`src/rtl/mem_port_arbiter.sv`:
```
// Shares the single physical memory port between the instruction-fetch side
// and the load/store data side. Simultaneous requests are resolved
// round-robin. The winning request is latched and driven to memory until the
// response arrives or the wait timeout aborts it.
module mem_port_arbiter #(
  parameter int TIMEOUT = 64,
  parameter int ADDR_W  = 32
) (
  input  logic              clk,
  input  logic              rst,
  input  logic              i_read,
  input  logic [ADDR_W-1:0] i_address,
  output logic [31:0]       i_rdata,
  output logic              i_resp,
  input  logic              d_read,
  input  logic              d_write,
  input  logic [ADDR_W-1:0] d_address,
  input  logic [31:0]       d_wdata,
  input  logic [3:0]        d_byte_enable,
  output logic [31:0]       d_rdata,
  output logic              d_resp,
  output logic              pmem_read,
  output logic              pmem_write,
  output logic [ADDR_W-1:0] pmem_address,
  output logic [31:0]       pmem_wdata,
  output logic [3:0]        pmem_byte_enable,
  input  logic [31:0]       pmem_rdata,
  input  logic              pmem_resp,
  output logic              timeout_err
);

  // A zero TIMEOUT disables the abort, but the counter still needs one bit.
  localparam int CNT_W = (TIMEOUT > 0) ? $clog2(TIMEOUT + 1) : 1;
  localparam logic [CNT_W-1:0] CNT_LAST = (TIMEOUT > 0) ? CNT_W'(TIMEOUT - 1) : '0;
  localparam logic TIMEOUT_EN = (TIMEOUT > 0);
  // Returned on an aborted read so a stuck fetch executes as a NOP.
  localparam logic [31:0] NOP = 32'h0000_0013;

  typedef enum logic [1:0] {IDLE, SERVE_I, SERVE_D} state_t;

  state_t            state;
  state_t            state_next;
  logic              last_grant;
  logic [ADDR_W-1:0] addr;
  logic [31:0]       wdata;
  logic [3:0]        be;
  logic              is_write;
  logic [CNT_W-1:0]  cnt;

  logic              d_req;
  logic              grant_i;
  logic              grant_d;
  logic              serving;
  logic              abort;
  logic              done;
  logic [31:0]       rdata_sel;

  // last_grant = 1 means D was served last, so I wins the next conflict.
  assign d_req   = d_read | d_write;
  assign grant_i = (state == IDLE) && i_read && (!d_req || last_grant);
  assign grant_d = (state == IDLE) && d_req && (!i_read || !last_grant);
  assign serving = (state != IDLE);
  // A response arriving on the abort cycle wins: it completes normally.
  assign abort   = TIMEOUT_EN && serving && !pmem_resp && (cnt == CNT_LAST);
  assign done    = serving && (pmem_resp || abort);
  assign rdata_sel = pmem_resp ? pmem_rdata : NOP;

  assign pmem_address     = addr;
  assign pmem_wdata       = wdata;
  assign pmem_byte_enable = be;

  // State register.
  always_ff @(posedge clk) begin
    if (!rst) begin
      state <= IDLE;
    end else begin
      state <= state_next;
    end
  end

  // Next-state logic: grant from IDLE, return to IDLE on completion or abort.
  always_comb begin
    state_next = state;
    case (state)
      IDLE: begin
        if (grant_i) begin
          state_next = SERVE_I;
        end else if (grant_d) begin
          state_next = SERVE_D;
        end
      end
      SERVE_I, SERVE_D: begin
        if (done) begin
          state_next = IDLE;
        end
      end
      default: state_next = IDLE;
    endcase
  end

  // Output logic: memory commands from latched request, response routed to the owner.
  always_comb begin
    pmem_read   = serving && !is_write;
    pmem_write  = serving && is_write;
    timeout_err = abort;
    i_resp      = 1'b0;
    i_rdata     = '0;
    d_resp      = 1'b0;
    d_rdata     = '0;
    if (state == SERVE_I && done) begin
      i_resp  = 1'b1;
      i_rdata = rdata_sel;
    end
    if (state == SERVE_D && done) begin
      d_resp  = 1'b1;
      d_rdata = rdata_sel;
    end
  end

  // Latch the winning request; a data-side read+write is treated as a write.
  always_ff @(posedge clk) begin
    if (!rst) begin
      last_grant <= 1'b1;
      addr       <= '0;
      wdata      <= '0;
      be         <= '0;
      is_write   <= 1'b0;
    end else if (grant_i) begin
      last_grant <= 1'b0;
      addr       <= i_address;
      wdata      <= '0;
      be         <= 4'b1111;
      is_write   <= 1'b0;
    end else if (grant_d) begin
      last_grant <= 1'b1;
      addr       <= d_address;
      wdata      <= d_wdata;
      be         <= d_byte_enable;
      is_write   <= d_write;
    end
  end

  // Wait counter: counts unanswered serve cycles, cleared when a transaction ends.
  always_ff @(posedge clk) begin
    if (!rst || done || !serving) begin
      cnt <= '0;
    end else begin
      cnt <= cnt + 1'b1;
    end
  end

endmodule

```
`config.mk`:
```
export PLATFORM = sky130hd
export DESIGN_NAME = mem_port_arbiter
export DESIGN_NICKNAME = d
export VERILOG_FILES = /design/src/rtl/mem_port_arbiter.sv
export SDC_FILE = /design/constraint.sdc
export NUM_CORES = 1
export LEC_CHECK = 0
export BUFFER_PORTS_ARGS = -buffer_cell sky130_fd_sc_hd__buf_2
export CAP_MARGIN = 20
export CORE_AREA = 2 2 108 110
export DETAILED_ROUTE_END_ITERATION = 8
export DIE_AREA = 0 0 110 112
export GPL_TIMING_DRIVEN = 1
export PLACE_DENSITY = 0.7
export SLEW_MARGIN = 25
export SYNTH_ARGS = -nofsm -noshare
export SYNTH_HDL_FRONTEND = slang
export SYNTH_SLANG_ARGS = --single-unit
export TNS_END_PERCENT = 5
```
`constraint.sdc`:
```
create_clock -name clk -period 1.65 [get_ports clk]
set_input_delay 0.33 -clock clk [delete_from_list [all_inputs] [get_ports clk]]
set_output_delay 0.33 -clock clk [all_outputs]
set_load 0.01 [all_outputs]
```
* After elaboration in Yosys (flattened, before gate mapping)
Index checks and enable logic that the tools add are counted.
** Word-level totals
- Register bits :: 79
- Latch bits :: 0
- Bits in writable memories :: 0
- Bits in read-only memories :: 0
- Output and inout bits :: 137
- Logic and storage cells :: 59
- Memories kept :: 0
** Cells by class
- $add $sub $neg :: 1
- Multiply operators :: 0
- Divide/modulo/power cells :: 0
- Order comparisons :: 0
- Eq/ne operators :: 5
- Shift-type cells :: 0
- Mux-type cells :: 15
- Bitwise logic cells :: 2
- Reduce and logical (&&, ||, !) cells :: 29
** Operators by type and width (number)
- 2-to-1 mux 32 bit :: 5
- logical AND 1 bit :: 11
- 2-to-1 mux 4 bit :: 2
- adder 7 x 1 -> 7 bit (second input constant) :: 1
- == test 7 x 6 -> 1 bit (second input constant) :: 1
- zero test 1 bit :: 7
- 2-to-1 mux 2 bit :: 3
- logical OR 1 bit :: 5
- 2-to-1 mux 1 bit :: 4
- one-hot mux 2 bit (2 select lines) :: 1
- nonzero test 2 bit :: 2
- OR reduction 2 bit :: 2
- != test 3 bit (second input constant) :: 1
- == test 2 x 1 -> 1 bit (second input constant) :: 1
- == test 2 bit (second input constant) :: 1
- zero test 2 bit :: 1
- != test 2 bit (second input constant) :: 1
- AND reduction 2 bit :: 1
- inverter 1 bit :: 1
- bitwise OR 1 bit :: 1

* Logic depth before layout (Yosys ltp)
- Depth in word-level cells :: 7
- Gate-level depth with buffers :: 8
- Gate-level depth less buffers :: 5

* Least setup slack after synthesis
OpenSTA, ideal clock, no wires.
- Path kind :: reg-to-output
- Start :: register state[0]
- End :: output d_rdata[21]
- Data arrival time :: 1.393 ns
- Data required time :: 1.320 ns
- Setup slack :: -0.073 ns
- Cell stages (with the launch flop) :: 8
- Buffers on the path :: 2
- Cell sequence :: dfxtp_1 > inv_1 > ha_1 > inv_1 > and3_1 > buf_2 > clkbuf_1 > and2_1
** Between the ends
- Word-level cells in the longest chain between the ends :: 7
- Elaborated cells between the ends (all ways) :: 8
- Those cells by class :: eq/ne: 1; mux: 1; reduce/logical: 6
** RTL lines
- start: declaration :: RTL line 41 : state_t state;
- start signal: assignment :: RTL line 77 : state <= state_next;
- nonzero test 2 bit :: RTL line 62 : assign serving = (state != IDLE);
- logical AND 1 bit (2 in series) :: RTL line 64 : assign abort = TIMEOUT_EN && serving && !pmem_resp && (cnt == CNT_LAST);
- logical OR 1 bit :: RTL line 65 : assign done = serving && (pmem_resp || abort);
- logical AND 1 bit :: RTL line 65
- logical AND 1 bit (*) :: RTL line 114 : if (state == SERVE_D && done) begin
- 2-to-1 mux 32 bit (*) :: RTL line 114
- end: declaration :: RTL line 20 : output logic [31:0] d_rdata,
Every way passes the cells marked *; elsewhere a longest branch is shown, timed or not.

* Worst setup path in the final report
- Start :: register state[0]
- End :: output d_rdata[18]
Same word-level chain as after synthesis.

==> results_dict.tcl <==
set metrics [dict create \
    r2r_start "state[0]$_SDFFE_PN0P_" \
    ios 275 \
    ys.warnings.count 0 \
    ff2ff_path_depth 8 \
    finalWorstSetupSlack_ns -0.272 \
    hold_viol 0 \
    cp.required_ns 1.32 \
    clockRootBuffer "clkbuf_16" \
    die_h_um 112 \
    synth-seq-cells 79 \
    vias_per_cell 5.21 \
    maxCapViolations 0 \
    critPathSlowestCell "dfxtp_2" \
    cts_buffers 9 \
    cts_tree "built" \
    n_fill_cell 1069 \
    drc 0 \
    synth_compound_area_share_pct 25.1 \
    synth_area_mm2 0.00379 \
    synth-adder-area-share_pct 1.32 \
    worst-r2r-setup-slack_ns -0.05 \
    slew_violations 0 \
    critPathBufInv 4 \
    cp.arrival_ns 1.59 \
    finalSetupViolations 118 \
    htreeDepth 3 \
    firstDrtPassIters 5 \
    std_cell_rows 39 \
    syn_nets 601 \
    crit_chain "inv_2 -> ha_4 -> inv_4 -> and3_4 -> buf_12 -> and2_1 -> buf_2" \
    start_util_pct 33.9 \
    dp_cells 849 \
    ys_types 40 \
    synth_edf_count 0 \
    power_density_mw_per_mm2 1410 \
    die_area_mm2 0.0123 \
    instances_no_fill 871 \
    p_total_mw 8.36 \
    antenna_left 0 \
    tightest_slew_ns 0.439 \
    async_flop_share_pct 0 \
    max_freq_mhz 520 \
    core_area_mm2 0.0112 \
    vias 4538 \
    synth_flop_cell "dfxtp_1" \
    yosys.area_share.simple_pct 24.6 \
    dp_slack_ns -0.139 \
    globalplace.congestion 0.852 \
    wl_mm 13.6 \
    grt_pass1_vias 4260 \
    syn_inst 459 \
    clock_latency_ns 0.33 \
    clk_pin_slew_ns 0.06 \
    cp_top_family "buffers and inverters" \
    grt-ovfl-total 0 \
    grt_antenna_before_repair 0 \
    dpl.hpwl_mm 9.77 \
    skew_ns 0.00433 \
    critPathKind "flop to primary output" \
    drt_iter0_markers 252 \
    synth_top_family_by_area "compound AO/OA/AOI/OAI gates" \
    rr_endpoint "pmem_wdata[3]$_SDFFE_PP0P_" \
    io_buffer_count 274 \
    grt_usage_pct 20.5 \
    final_net_count 865 \
    synth_mux_area_share_pct 0 \
    start_kind "flop" \
    postCtsHoldBufs 0 \
    whs_path_depth 3 \
    wl_per_cell_um 15.6 \
    post-route-period-util_pct 117 \
    die_x_um 110 \
    path_max_fanout 15 \
    min_path_type "primary input to flop" \
    worstSetupEndpointType "primary output" \
    leakage_nw 2.82 \
    relSlewSlack_pct 70.5 \
    final_layout_size_suffix_gt1_share_pct 49.7 \
    cts_buffer_depth 2 \
    grt_max_degree 55 \
    rsz0062_at_grt "yes" \
    synth_area_per_cell_um2 8.25 \
    clock_sink_count 79 \
    setup-tns-final_ns -15.31 \
    antenna_cells 0 \
    design_area_mm2 0.00593 \
    min_period_ns 1.92 \
    status "finished with violations" \
    syn_to_final_growth_pct 56.5 \
    place_area_mm2 0.00540 \
    violations "setup timing" \
    holdPathEnd "pmem_wdata[20]$_SDFFE_PP0P_" \
    ys_seq_area_share_pct 41.8 \
    synthXorXnorAreaFrac_pct 0.694 \
    vdd_drop_max_mv 0.572 \
    grt_pass1_wl_mm 20.5 \
    hp-start "d_wdata[20]" \
    slowest_delay_ns 0.34 \
]
==> worst reg2reg max path, delay by kind of cell (launching register included) <==
family          cells  cell delay [ns]
compound gates      2             0.41
fa+ha+maj           1             0.16
simple gates        1             0.15
flops               1             0.32
buf+inv             4             0.58
==> routing by layer <==
metal	routed length, µm	vias up	part of all wire (%)	track usage [%]
met4	231	0	1.7	6.16
li1	-	2197	-	-
met5	0	-	0	0
met1	5720	2140	42	25.2
met3	902	24	6.6	4.68
met2	6740	177	50	35.3
==> through the flow <==
stage / hold WS [ns] / util (%)
after floorplan: 0.418 / -
after global placement: 0.459 / 48.3
after detailed placement: 0.463 / 48.3
after CTS: 0.232 / 52.6
after global routing: 0.240 / 53.0
final: 0.246 / 53.0
==> final cells by class <==
cell class	count	area [µm²]	area share [%]
clock buffer	10	229	3.86
clock inverter	6	70.1	1.18
inverter	5	21.3	0.359
multi-input combinational	329	2130	36.0
sequential	79	1590	26.8
tap	143	179	3.02
timing repair buffer	299	1710	28.8
==> repair_timing <==
action / 4_1_cts / 5_1_grt
cloned: 1 / 1
pin swaps: 22 / 5
gates resized for setup: 34 / 12
endpoints found under the hold margin: 0 / 0
setup buffers: 5 / 0
setup endpoints to repair: 114 / 133
==> flip-flops by register name, indices dropped and copies added (netlist names) <==
signal,count
state,2
cnt,7
pmem_wdata,32
last_grant,1
is_write,1
pmem_address,32
pmem_byte_enable,4
==> how the worst max path moves through the flow <==
stage	slack, ns	start	cells after the start	to
after floorplan	-0.01	state[0]$_SDFFE_PN0P_	7	d_rdata[21]
after global placement	-0.09	state[0]$_SDFFE_PN0P_	7	pmem_byte_enable[3]$_SDFFE_PN0P_
after detailed placement	-0.14	state[0]$_SDFFE_PN0P_	7	pmem_wdata[3]$_SDFFE_PP0P_
after CTS	-0.28	cnt[1]$_SDFF_PP0_	5	timeout_err
after global routing	-0.36	state[0]$_SDFFE_PN0P_	7	d_rdata[21]
final	-0.27	state[0]$_SDFFE_PN0P_	7	d_rdata[18]
==> cell usage in the layout, fill, tap and decap left out, drive strengths merged <==
| master | synthesis | final |
|---|---|---|
| a21bo | 1 | 1 |
| a21boi | 1 | 1 |
| a21oi | 65 | 65 |
| a221oi | 1 | 1 |
| a22o | 1 | 1 |
| a311oi | 1 | 1 |
| a31oi | 1 | 1 |
| a32oi | 31 | 31 |
| a41oi | 1 | 1 |
| and2 | 59 | 59 |
| and3 | 4 | 5 |
| and4b | 1 | 1 |
| buf | 32 | 299 |
| bufinv | 0 | 1 |
| clkbuf | 15 | 10 |
| clkinv | 0 | 1 |
| clkinvlp | 0 | 3 |
| dfxtp | 79 | 79 |
| ha | 4 | 4 |
| inv | 5 | 6 |
| nand2 | 9 | 9 |
| nand3 | 68 | 68 |
| nor2 | 10 | 10 |
| nor2b | 4 | 4 |
| nor3 | 10 | 10 |
| nor3b | 1 | 1 |
| nor4bb | 1 | 1 |
| o21ai | 37 | 37 |
| o21ba | 1 | 1 |
| o21bai | 1 | 1 |
| o221a | 3 | 3 |
| o22ai | 1 | 1 |
| o311a | 1 | 1 |
| o31ai | 3 | 3 |
| or2 | 1 | 1 |
| or3 | 3 | 3 |
| xnor2 | 2 | 2 |
| xor2 | 1 | 1 |
==> cell families (layout without fill, tap and decap cells) <==
family / Yosys count / after routing
AND/OR/NAND/NOR: 171 / 172
AO/OA/AOI/OAI: 150 / 150
flip-flops: 79 / 79
buffers and inverters: 52 / 320
adder cells (fa/ha/maj): 4 / 4
XOR/XNOR: 3 / 3
==> where the power goes <==
part / total, mW / switching (mW) / internal, mW
clock: 1.99 / 0.808 / 1.18
sequential: 2.63 / 0.238 / 2.39
combinational: 3.75 / 2.11 / 1.64
total: 8.36 / 3.16 / 5.21
==> synth_stat cells, drive strengths merged, types with 2 or more instances <==
master	instances	share of area [%]
dfxtp	79	42
nand3	68	9.0
a21oi	65	8.6
and2	59	9.7
o21ai	37	5.0
buf	32	4.5
a32oi	31	7.2
clkbuf	15	1.5
nor2	10	0.99
nor3	10	1.3
nand2	9	0.89
inv	5	0.50
and3	4	0.66
ha	4	1.3
nor2b	4	0.66
o221a	3	0.89
o31ai	3	0.73
or3	3	0.50
xnor2	2	0.46
Power figures use the tool's default switching activity.
